**src/rtl/capture_sched_if.sv**
```systemverilog
// ---------------------------------------------------------------------------
// capture_sched_if
//   Bundles every non-clock/reset signal of the capture scheduler.
//   master : the scheduler (drives pkt_ready, writer control, descriptors)
//   slave  : the surrounding system (packet source, writer, host)
//
//   pkt_valid/pkt_len/pkt_ready      packet length offer handshake
//   wr_ctrl/wr_ctrl_rdy              writer start pulse / writer done
//   control/pkt_begin/pkt_end        writer job description
//   free_valid/free_bytes            host releases region bytes
//   desc_valid/desc_addr/len/skip    committed packet descriptor
//   drop_cnt/busy/err                status
// ---------------------------------------------------------------------------
interface capture_sched_if;
    logic        pkt_valid;
    logic [15:0] pkt_len;
    logic        pkt_ready;
    logic        wr_ctrl;
    logic        wr_ctrl_rdy;
    logic [31:0] control;
    logic [31:0] pkt_begin;
    logic [31:0] pkt_end;
    logic        free_valid;
    logic [31:0] free_bytes;
    logic        desc_valid;
    logic [31:0] desc_addr;
    logic [15:0] desc_len;
    logic [31:0] desc_skip;
    logic [15:0] drop_cnt;
    logic        busy;
    logic        err;

    modport master (
        input  pkt_valid, pkt_len, wr_ctrl_rdy, free_valid, free_bytes,
        output pkt_ready, wr_ctrl, control, pkt_begin, pkt_end,
               desc_valid, desc_addr, desc_len, desc_skip, drop_cnt, busy, err
    );

    modport slave (
        output pkt_valid, pkt_len, wr_ctrl_rdy, free_valid, free_bytes,
        input  pkt_ready, wr_ctrl, control, pkt_begin, pkt_end,
               desc_valid, desc_addr, desc_len, desc_skip, drop_cnt, busy, err
    );
endinterface

```
**src/rtl/capture_sched.sv**
```systemverilog
// ---------------------------------------------------------------------------
// capture_sched
//   Sequences the packet writer for each captured packet. Every accepted
//   length gets a word-aligned slot in a circular region [BASE_ADDR,
//   BASE_ADDR+REGION_BYTES). A packet that does not fit in the tail of the
//   region is placed at BASE_ADDR and the tail is reported as skipped. The
//   scheduler stalls while the region lacks room, pulses wr_ctrl, waits for
//   wr_ctrl_rdy, then commits the slot and emits a one-cycle descriptor.
//
//   Ports:
//     clk    clock
//     reset  asynchronous active-high reset
//     bus    capture_sched_if.master (see interface file for signal list)
//
//   Optional feature macro: WATCHDOG_EN
//     defined   : WAIT is bounded by TIMEOUT cycles; on expiry the block
//                 enters a terminal ERR state with err=1 until reset.
//     undefined : WAIT is unbounded and err is tied to 0.
// ---------------------------------------------------------------------------
module capture_sched #(
    parameter logic [31:0] BASE_ADDR     = 32'h0000_0000,
    parameter int unsigned REGION_BYTES  = 65536,
    parameter int unsigned MAX_PKT_BYTES = 2048
`ifdef WATCHDOG_EN
    ,
    parameter int unsigned TIMEOUT       = 4096
`endif
) (
    input  logic             clk,
    input  logic             reset,
    capture_sched_if.master  bus
);

`ifdef WATCHDOG_EN
    typedef enum logic [2:0] {IDLE, CHECK, START, WAIT, COMMIT, ERR} state_t;
`else
    typedef enum logic [2:0] {IDLE, CHECK, START, WAIT, COMMIT} state_t;
`endif

    // All address/occupancy math is done 33 bits wide so nothing can wrap.
    localparam logic [32:0] END_ADDR = {1'b0, BASE_ADDR} + 33'(REGION_BYTES);
    localparam logic [32:0] REGION_W = 33'(REGION_BYTES);
    localparam logic [31:0] MAX_LEN  = 32'(MAX_PKT_BYTES);

    function automatic logic [15:0] sat_inc16(input logic [15:0] v);
        return (v == 16'hFFFF) ? v : v + 16'd1;
    endfunction

    function automatic logic [32:0] sat_sub33(input logic [32:0] a, input logic [32:0] b);
        return (a > b) ? a - b : 33'd0;
    endfunction

    state_t      state;
    logic [31:0] wr_ptr;
    logic [32:0] occupancy;

    // Per-packet working values, captured when the slot is granted.
    logic [15:0] len_q;
    logic [32:0] lenr_q;
    logic [31:0] begin_q;
    logic [31:0] skip_q;
    logic [32:0] need_q;

    logic        wr_ctrl_q;
    logic [31:0] control_q;
    logic [31:0] pkt_begin_q;
    logic [31:0] pkt_end_q;
    logic        desc_valid_q;
    logic [31:0] desc_addr_q;
    logic [15:0] desc_len_q;
    logic [31:0] desc_skip_q;
    logic [15:0] drop_cnt_q;
    logic        err_c;

`ifdef WATCHDOG_EN
    logic        err_q;
    logic [31:0] wd_cnt;
    assign err_c = err_q;
`else
    assign err_c = 1'b0;
`endif

    logic        pkt_ready_c;
    logic        accept_c;
    logic        len_ok_c;
    logic [32:0] lenr_c;
    logic [32:0] tail_c;
    logic        wrap_c;
    logic [31:0] begin_c;
    logic [32:0] skip_c;
    logic [32:0] need_c;
    logic        fits_c;
    logic [32:0] pkt_end_c;
    logic [32:0] next_ptr_c;
    logic [32:0] occ_commit_c;
    logic        unused_bits;

    assign pkt_ready_c = (state == IDLE) && !err_c;
    assign accept_c    = bus.pkt_valid && pkt_ready_c;
    assign len_ok_c    = (bus.pkt_len != 16'd0) && ({16'd0, bus.pkt_len} <= MAX_LEN);

    // Slot placement for the latched length against the current write pointer.
    assign lenr_c     = ({17'd0, len_q} + 33'd3) & ~33'd3;
    assign tail_c     = END_ADDR - {1'b0, wr_ptr};
    assign wrap_c     = lenr_c > tail_c;
    assign begin_c    = wrap_c ? BASE_ADDR : wr_ptr;
    assign skip_c     = wrap_c ? tail_c : 33'd0;
    assign need_c     = lenr_c + skip_c;
    assign fits_c     = (occupancy + need_c) <= REGION_W;
    assign pkt_end_c  = {1'b0, begin_c} + lenr_c - 33'd4;
    assign next_ptr_c = {1'b0, begin_q} + lenr_q;

    // Commit and host free may land on the same edge; the net is applied.
    assign occ_commit_c = (state == COMMIT) ? occupancy + need_q : occupancy;

    // pkt_end never exceeds 32 bits; its carry bit is intentionally dropped.
    assign unused_bits = pkt_end_c[32];

    always_ff @(posedge clk or posedge reset) begin
        if (reset) begin
            state        <= IDLE;
            wr_ptr       <= BASE_ADDR;
            occupancy    <= '0;
            wr_ctrl_q    <= 1'b0;
            control_q    <= '0;
            pkt_begin_q  <= '0;
            pkt_end_q    <= '0;
            desc_valid_q <= 1'b0;
            desc_addr_q  <= '0;
            desc_len_q   <= '0;
            desc_skip_q  <= '0;
            drop_cnt_q   <= '0;
`ifdef WATCHDOG_EN
            err_q        <= 1'b0;
            wd_cnt       <= '0;
`endif
        end else begin
            wr_ctrl_q    <= 1'b0;
            desc_valid_q <= 1'b0;
            occupancy    <= bus.free_valid ? sat_sub33(occ_commit_c, {1'b0, bus.free_bytes})
                                           : occ_commit_c;
            case (state)
                IDLE: begin
                    if (accept_c) begin
                        if (len_ok_c) state <= CHECK;
                        else          drop_cnt_q <= sat_inc16(drop_cnt_q);
                    end
                end
                CHECK: begin
                    // Re-evaluated every cycle until frees make room.
                    if (fits_c) begin
                        state       <= START;
                        wr_ctrl_q   <= 1'b1;
                        control_q   <= {1'b1, 15'd0, len_q};
                        pkt_begin_q <= begin_c;
                        pkt_end_q   <= pkt_end_c[31:0];
                    end
                end
                START: begin
                    state <= WAIT;
`ifdef WATCHDOG_EN
                    wd_cnt <= '0;
`endif
                end
                WAIT: begin
                    if (bus.wr_ctrl_rdy) begin
                        state        <= COMMIT;
                        desc_valid_q <= 1'b1;
                        desc_addr_q  <= begin_q;
                        desc_len_q   <= len_q;
                        desc_skip_q  <= skip_q;
                    end
`ifdef WATCHDOG_EN
                    else if (wd_cnt == 32'(TIMEOUT - 1)) begin
                        state <= ERR;
                        err_q <= 1'b1;
                    end else begin
                        wd_cnt <= wd_cnt + 32'd1;
                    end
`endif
                end
                COMMIT: begin
                    wr_ptr <= (next_ptr_c == END_ADDR) ? BASE_ADDR : next_ptr_c[31:0];
                    state  <= IDLE;
                end
`ifdef WATCHDOG_EN
                ERR: state <= ERR;
`endif
                default: state <= IDLE;
            endcase
        end
    end

    // Working values only matter between accept and commit; no reset needed.
    always_ff @(posedge clk) begin
        if (accept_c && len_ok_c) begin
            len_q <= bus.pkt_len;
        end
        if ((state == CHECK) && fits_c) begin
            lenr_q  <= lenr_c;
            begin_q <= begin_c;
            skip_q  <= skip_c[31:0];
            need_q  <= need_c;
        end
    end

    assign bus.pkt_ready  = pkt_ready_c;
    assign bus.wr_ctrl    = wr_ctrl_q;
    assign bus.control    = control_q;
    assign bus.pkt_begin  = pkt_begin_q;
    assign bus.pkt_end    = pkt_end_q;
    assign bus.desc_valid = desc_valid_q;
    assign bus.desc_addr  = desc_addr_q;
    assign bus.desc_len   = desc_len_q;
    assign bus.desc_skip  = desc_skip_q;
    assign bus.drop_cnt   = drop_cnt_q;
    assign bus.busy       = (state != IDLE);
    assign bus.err        = err_c;

endmodule

```
**src/flat_wrapper.sv**
```systemverilog
// flat-port wrapper written by rule: the top's interface ports become plain ports
module capture_sched_flat 
#(
    parameter logic [31:0] BASE_ADDR     = 32'h0000_0000,
    parameter int unsigned REGION_BYTES  = 65536,
    parameter int unsigned MAX_PKT_BYTES = 2048

)
  (clk, reset, bus_pkt_valid, bus_pkt_len, bus_wr_ctrl_rdy, bus_free_valid, bus_free_bytes, bus_pkt_ready, bus_wr_ctrl, bus_control, bus_pkt_begin, bus_pkt_end, bus_desc_valid, bus_desc_addr, bus_desc_len, bus_desc_skip, bus_drop_cnt, bus_busy, bus_err);
  capture_sched_if bus_i ();
  input  logic clk;
  input  logic reset;
  input wire logic [$bits(bus_i.pkt_valid)-1:0] bus_pkt_valid;
  input wire logic [$bits(bus_i.pkt_len)-1:0] bus_pkt_len;
  input wire logic [$bits(bus_i.wr_ctrl_rdy)-1:0] bus_wr_ctrl_rdy;
  input wire logic [$bits(bus_i.free_valid)-1:0] bus_free_valid;
  input wire logic [$bits(bus_i.free_bytes)-1:0] bus_free_bytes;
  output wire logic [$bits(bus_i.pkt_ready)-1:0] bus_pkt_ready;
  output wire logic [$bits(bus_i.wr_ctrl)-1:0] bus_wr_ctrl;
  output wire logic [$bits(bus_i.control)-1:0] bus_control;
  output wire logic [$bits(bus_i.pkt_begin)-1:0] bus_pkt_begin;
  output wire logic [$bits(bus_i.pkt_end)-1:0] bus_pkt_end;
  output wire logic [$bits(bus_i.desc_valid)-1:0] bus_desc_valid;
  output wire logic [$bits(bus_i.desc_addr)-1:0] bus_desc_addr;
  output wire logic [$bits(bus_i.desc_len)-1:0] bus_desc_len;
  output wire logic [$bits(bus_i.desc_skip)-1:0] bus_desc_skip;
  output wire logic [$bits(bus_i.drop_cnt)-1:0] bus_drop_cnt;
  output wire logic [$bits(bus_i.busy)-1:0] bus_busy;
  output wire logic [$bits(bus_i.err)-1:0] bus_err;
  assign bus_i.pkt_valid = bus_pkt_valid;
  assign bus_i.pkt_len = bus_pkt_len;
  assign bus_i.wr_ctrl_rdy = bus_wr_ctrl_rdy;
  assign bus_i.free_valid = bus_free_valid;
  assign bus_i.free_bytes = bus_free_bytes;
  assign bus_pkt_ready = bus_i.pkt_ready;
  assign bus_wr_ctrl = bus_i.wr_ctrl;
  assign bus_control = bus_i.control;
  assign bus_pkt_begin = bus_i.pkt_begin;
  assign bus_pkt_end = bus_i.pkt_end;
  assign bus_desc_valid = bus_i.desc_valid;
  assign bus_desc_addr = bus_i.desc_addr;
  assign bus_desc_len = bus_i.desc_len;
  assign bus_desc_skip = bus_i.desc_skip;
  assign bus_drop_cnt = bus_i.drop_cnt;
  assign bus_busy = bus_i.busy;
  assign bus_err = bus_i.err;
  capture_sched #(.BASE_ADDR(BASE_ADDR), .REGION_BYTES(REGION_BYTES), .MAX_PKT_BYTES(MAX_PKT_BYTES)) u_core (.clk(clk), .reset(reset), .bus(bus_i));
endmodule
```
**config.mk**
```make
export PLATFORM = sky130hd
export DESIGN_NAME = capture_sched_flat
export DESIGN_NICKNAME = d
export VERILOG_FILES = /design/src/rtl/capture_sched_if.sv /design/src/rtl/capture_sched.sv /design/src/flat_wrapper.sv
export SDC_FILE = /design/constraint.sdc
export NUM_CORES = 1
export LEC_CHECK = 0
export ABC_AREA = 1
export CAP_MARGIN = 20
export CELL_PAD_IN_SITES_DETAIL_PLACEMENT = 0
export CELL_PAD_IN_SITES_GLOBAL_PLACEMENT = 1
export CORE_MARGIN = 4
export CORE_UTILIZATION = 43
export CTS_CLUSTER_SIZE = 30
export DETAILED_ROUTE_END_ITERATION = 6
export PLACE_DENSITY = 0.92
export REMOVE_ABC_BUFFERS = 1
export SYNTH_ARGS = -nofsm -noshare
export SYNTH_HDL_FRONTEND = slang
export SYNTH_SLANG_ARGS = --single-unit
export TNS_END_PERCENT = 20
```
**constraint.sdc**
```tcl
create_clock -name clk -period 10.95 [get_ports clk]
set_input_delay 1.6425 -clock clk [delete_from_list [all_inputs] [get_ports clk]]
set_output_delay 1.6425 -clock clk [all_outputs]
set_load 0.02 [all_outputs]
```
Yosys cells after proc, flatten, opt, wreduce, memory -nomap -nowiden --
Cells that the tools add are included.
Storage, ports and cells: register bits after elaboration 391, output and inout bits 197
Operators by class: add/subtract/negate cells 10, reductions and logical operators 11, mux-type cells 15, eq/ne operators 10, $lt $le $gt $ge 4, bitwise gates (word level) 2
Operators by type and width (number):
- two-way mux 33 bit | 4
- adder 33 bit | 3
- two-way mux 32 bit | 2
- adder 32 x 33 -> 33 bit | 1
- == test 33 x 17 -> 1 bit (second input constant) | 1
- > comparator 33 x 32 -> 1 bit | 1
- > comparator 33 bit | 1
- less-or-equal comparator 33 x 17 -> 1 bit (second input constant) | 1
- subtractor 17 x 32 -> 33 bit (first input constant) | 1
- subtractor 33 x 32 -> 33 bit | 1
- adder 32 bit | 1
- subtractor 32 x 3 -> 32 bit (second input constant) | 1
- adder 16 x 2 -> 17 bit (second input constant) | 1
- adder 16 x 1 -> 16 bit (second input constant) | 1
- == test 16 bit (second input constant) | 1
- less-or-equal comparator 16 x 12 -> 1 bit (second input constant) | 1
- nonzero test 16 bit | 1
- two-way mux 3 bit | 4
- case mux 3 bit (4 select lines) | 1
- AND reduction 4 bit | 2
- == test 3 x 2 -> 1 bit (second input constant) | 2
- != test 2 bit (second input constant) | 3
- logical AND 1 bit | 4
- two-way mux 1 bit | 4
- 7 further kinds | 9

Logic depth before layout (Yosys ltp) --
depth after elaboration 8, mapped depth 59

Worst setup path after synthesis --
OpenSTA, ideal clock, no wires.
path type reg2reg, from register u_core.len_q[0], to register u_core.begin_q[0], enable pin, stages on the path, launching flop included 56, clock period less this slack 9.386 ns, library setup time 0.464 ns, required time 10.486 ns, setup slack 1.564 ns, data arrival time 8.922 ns, cell sequence edfxtp_1 -> nor2_1 -> inv_1 -> nand2_1 -> nor2_1 -> nand2_1 -> nor2_1 -> nand2_1 -> nor2_1 -> nand2_1 -> nor2_1 -> nand4_1 -> nor2_1 -> nand2_1 -> nor2_1 -> inv_1 -> nand2_1 -> inv_1 -> (+20 left out) -> inv_1 -> ha_1 -> nand2_1 -> nor2_1 -> inv_1 -> nor2_2 -> and3_1 -> nand2_1 -> nand3_1 -> nand2_1 -> nor2_1 -> nand2_1 -> nor2_1 -> nand4_1 -> nand2_2 -> nand2_4 -> buf_6 -> inv_1
On the way: cells in the longest elaborated chain, start to end 7
RTL lines:
- from (decl) | RTL line capture_sched.sv:58 | logic [15:0] len_q;
- from (signal assigned) | RTL line capture_sched.sv:197 | len_q <= bus.pkt_len;
- adder 16 x 2 -> 17 bit | RTL line capture_sched.sv:103 | assign lenr_c = ({17'd0, len_q} + 33'd3) & ~33'd3;
- net u_core.lenr_c[16] | RTL line capture_sched.sv:86 | logic [32:0] lenr_c;
- > comparator 33 bit | RTL line capture_sched.sv:105 | assign wrap_c = lenr_c > tail_c;
- two-way mux 33 bit | RTL line capture_sched.sv:107 | assign skip_c = wrap_c ? tail_c : 33'd0;
- net u_core.skip_c[2] | RTL line capture_sched.sv:90 | logic [32:0] skip_c;
- adder 33 bit | RTL line capture_sched.sv:108 | assign need_c = lenr_c + skip_c;
- net u_core.need_c[16] | RTL line capture_sched.sv:91 | logic [32:0] need_c;
- adder 33 bit | RTL line capture_sched.sv:109 | assign fits_c = (occupancy + need_c) <= REGION_W;
- less-or-equal comparator 33 x 17 -> 1 bit | RTL line capture_sched.sv:109
- logical AND 1 bit | RTL line capture_sched.sv:199 | if ((state == CHECK) && fits_c) begin
- to (signal assigned) | RTL line capture_sched.sv:201 | begin_q <= begin_c;
- to (decl) | RTL line capture_sched.sv:60 | logic [31:0] begin_q;
The timed path passes the listed nets, and every way through them passes these cells. A chain may end at the register's enable or synchronous reset.

Worst setup path in the final report --
from register u_core.len_q[0], to register u_core.need_q[25], enable pin
On the way: cells in the longest elaborated chain, start to end 7
RTL lines:
- adder 16 x 2 -> 17 bit | RTL line capture_sched.sv:103
- net u_core.lenr_c[16] | RTL line capture_sched.sv:86
- > comparator 33 bit | RTL line capture_sched.sv:105
- two-way mux 33 bit | RTL line capture_sched.sv:107
- net u_core.skip_c[2] | RTL line capture_sched.sv:90
- adder 33 bit | RTL line capture_sched.sv:108
- net u_core.need_c[16] | RTL line capture_sched.sv:91
- adder 33 bit | RTL line capture_sched.sv:109
- less-or-equal comparator 33 x 17 -> 1 bit | RTL line capture_sched.sv:109
- logical AND 1 bit | RTL line capture_sched.sv:199
- to (signal assigned) | RTL line capture_sched.sv:203 | need_q <= need_c;
- to (decl) | RTL line capture_sched.sv:62 | logic [32:0] need_q;
The timed path passes the listed nets, and every way through them passes these cells.

==> reports/qor.txt <==
M1 wire length -> 34.5 mm
CTS tree -> yes
total power -> 7.24 mW
top cell type's share of synthesized area -> 24.1%
final setup vio count -> 0
Port Buffers -> 233
kind of cell adding the most delay to the critical path -> simple AND/OR/NAND/NOR gates
Worst setup EP type -> flip-flop
num ports -> 250
Post-CTS Setup Bufs -> 0
most common cell after layout, fill and taps aside -> nand2_1
wire length on met3 -> 4.37 mm
Reg-to-Reg End -> u_core.need_q[25]$_DFFE_PP_
Yosys warning count -> 0
Clock H-tree levels -> 2
Synth area leader -> dfrtp_1
CP Max Fanout -> 63
All-Layer GR Usage -> 22.8%
Non-Filler Instances -> 4518
slowest stage cell, crit path -> inv_4
most frequent cells in the layout -> nand2_1, inv_1, nor2_1, dfrtp_1, clkdlybuf4s50_1
top cells by area, synth -> dfrtp_1, nand2_1, edfxtp_1, ha_1, inv_1
first-pass GRT wire length -> 117 mm
Slew @ Worst Pin -> 0.994 ns
layout cells sized above 1 -> 2.82%
Initial Util -> 43.7%
WP data required -> 11.18 ns
fin. max-slew vios -> 0
clock latency at the later pin of the worst-skew pair -> 0.59 ns
status -> finished, final reports clean
# rows -> 88
Post-DRT Antenna Nets -> 0
RSZ-0062 raised after global routing -> false
DP Cell Count -> 4441
Clock Root Buffer -> clkbuf_16
DR vias/cell -> 5.06
Die Area -> 63100 um^2
Antenna Cells -> 0
clk_skew -> 0.0343 ns
VDD IR max -> 0.148 mV
Clock Path Buffers -> 3
reg2reg start -> u_core.len_q[0]$_DFFE_PP_
Synth Flop Type -> dfrtp_1
Min Clock Period, post-route -> 9.65 ns
Yosys cell types -> 52
largest net degree at the start of global routing -> 110
crit start category -> flip-flop
CTS buffer count -> 42
met2 WL post-DR -> 34.1 mm
Final Cycle Share -> 88.1%
sequential share of the synthesized area -> 39.0%
GRT overflow -> 0
Hold Violations, Final -> 0
Clock Sinks -> 371
WS Path Type -> flip-flop to flip-flop
cell area after layout -> 30000 um^2
initial antenna violation count -> 0
GPL Wtd Cong -> 0.969
min-delay src -> u_core.skip_q[19]$_DFFE_PP_
DR pass1 iterations -> 5
worst hold slack -> 0.437 ns
Max Used Layer -> met4
leakage -> 15.3 nW
# DRC -> 0
CP peak stage delay -> 0.60 ns
Pwr per Cell Area -> 242 nW/um^2
area grow syn2layout -> 17.9%
Maximum Capacitance Violations -> 0
FFs w/ async S/R, synth -> 66.0%
DP HPWL -> 57.8 mm
Slew HR -> 33.7%
vias in the first global route -> 21400
final net count -> 3967
number of synthesized flops with an enable pin -> 126
WHS Endpoint -> u_core.bus.desc_skip[19]$_DFFE_PP0P_
filler cell count in the final layout -> 5731
Placed Area -> 28500 um^2
worst r2r path cells -> 54
WHS Path Cells -> 2
fin util -> 51.6%
CP bufs+invs -> 8
cell mode on critical path -> nor2_1
register bit count reported by yosys -> 371
Worst Path Arrival -> 9.88 ns
synthesized instance count -> 3469
reg-to-reg slack, setup -> 1.30 ns
final wirelength -> 74.2 mm
register clock-pin slew on the reported worst setup and hold paths -> 0.06 ns
core area -> 58100 um^2
Hold Buf Count CTS -> 0
Hold/Removal Path Class -> flip-flop to flip-flop
Synth Area per Inst -> 7.33 um^2
DRT iter0 DRCs -> 1889
vias post-DR -> 22900
die height -> 251 um
Peak Freq -> 104 MHz
drt wl/cell -> 16.4 um
Mapped Area -> 25400 um^2
die width -> 251 um
Resize count post-CTS -> 0
## routing by layer
layer	global-route usage, %	vias up
met3	3.15	90
li1	-	11600
met5	0	-
met2	37.4	643
met4	4.49	0
met1	32.6	10500
## cell usage after synthesis, types with 8 or more instances
master and instances:
nand4_1 41, a31oi_1 13, nand3_1 198, o21ai_0 159
buf_2 12, a21oi_1 176, edfxtp_1 126, nand3b_1 9
nor3_1 46, nor4_1 17, dfrtp_1 245, or2_2 9
buf_6 11, a21o_1 16, inv_1 466, clkbuf_1 55
xnor2_1 37, a21boi_0 8, nor2_1 281, xor2_1 94
o21bai_1 15, ha_1 188, nand2_1 1162, buf_4 18
## final cells by class
class	instances	area [um^2]	area share, %
Multi-Input combinational cell	2588	13500	44.9
Clock inverter	23	260	0.868
Tap cell	765	957	3.19
Clock buffer	54	1170	3.90
Sequential cell	371	9910	33.1
Timing Repair Buffer	249	2450	8.18
Inverter	468	1770	5.89
## metrics by stage
stage	setup TNS [ns]	setup WS (ns)
after floorplan	-14.16	-0.129
after global placement	0	1.78
after detailed placement	0	1.49
after CTS	0	1.37
after global routing	0	0.241
final	0	1.30
## flip-flops by register name, summed over array words and instances, names as in the netlist, 30 cells and up
name and count:
u_core.skip_q 30, u_core.bus.desc_skip 32, u_core.occupancy 33, u_core.bus.pkt_begin 30
u_core.wr_ptr 32, u_core.begin_q 32, u_core.need_q 33, u_core.bus.desc_addr 32
u_core.bus.pkt_end 32
## logic make-up after synthesis
group                      count (synthesis)  synth area share (%)
AOI/OAI and AO/OA                        424                  9.23
xor gates and xnor gates                 131                  4.51
adders and majority gates                194                  9.72
buffers and inverters                    570                  9.06
DFF                                      371                  39.0
muxes                                      1                0.0394
other                                      1                0.0147
and+or+nand+nor                         1777                  28.4
## worst max path at each step
| stage | start | endpoint | cells past startpoint |
|---|---|---|---|
| 6_report | u_core.len_q[0]$_DFFE_PP_ | u_core.need_q[25]$_DFFE_PP_ | 54 |
| 2_1_floorplan | u_core.len_q[0]$_DFFE_PP_ | u_core.begin_q[0]$_DFFE_PP_ | 51 |
| 4_1_cts | u_core.len_q[0]$_DFFE_PP_ | u_core.need_q[25]$_DFFE_PP_ | 54 |
| 5_1_grt | u_core.len_q[0]$_DFFE_PP_ | u_core.need_q[25]$_DFFE_PP_ | 54 |
| 3_3_place_gp | u_core.len_q[0]$_DFFE_PP_ | u_core.need_q[26]$_DFFE_PP_ | 54 |
| 3_5_place_dp | u_core.len_q[0]$_DFFE_PP_ | u_core.need_q[31]$_DFFE_PP_ | 54 |
## worst register-to-register path, delay by kind of cell, from the launching register on
kind / cells / cell delay [ns]
and+or+nand+nor: 35 / 4.60
buffers and inverters: 8 / 1.64
adders and majority gates: 4 / 1.29
AOI/OAI and AO/OA: 6 / 1.22
DFF: 1 / 0.37
xor gates and xnor gates: 1 / 0.15
## power by group
group          total [mW]  internal [mW]  switching, mW
sequential           1.97           1.71          0.268
combinational        3.81           1.37           2.44
clock                1.45          0.855          0.599
total                7.24           3.93           3.31
Note: power is estimated with default switching activity, not from simulation.
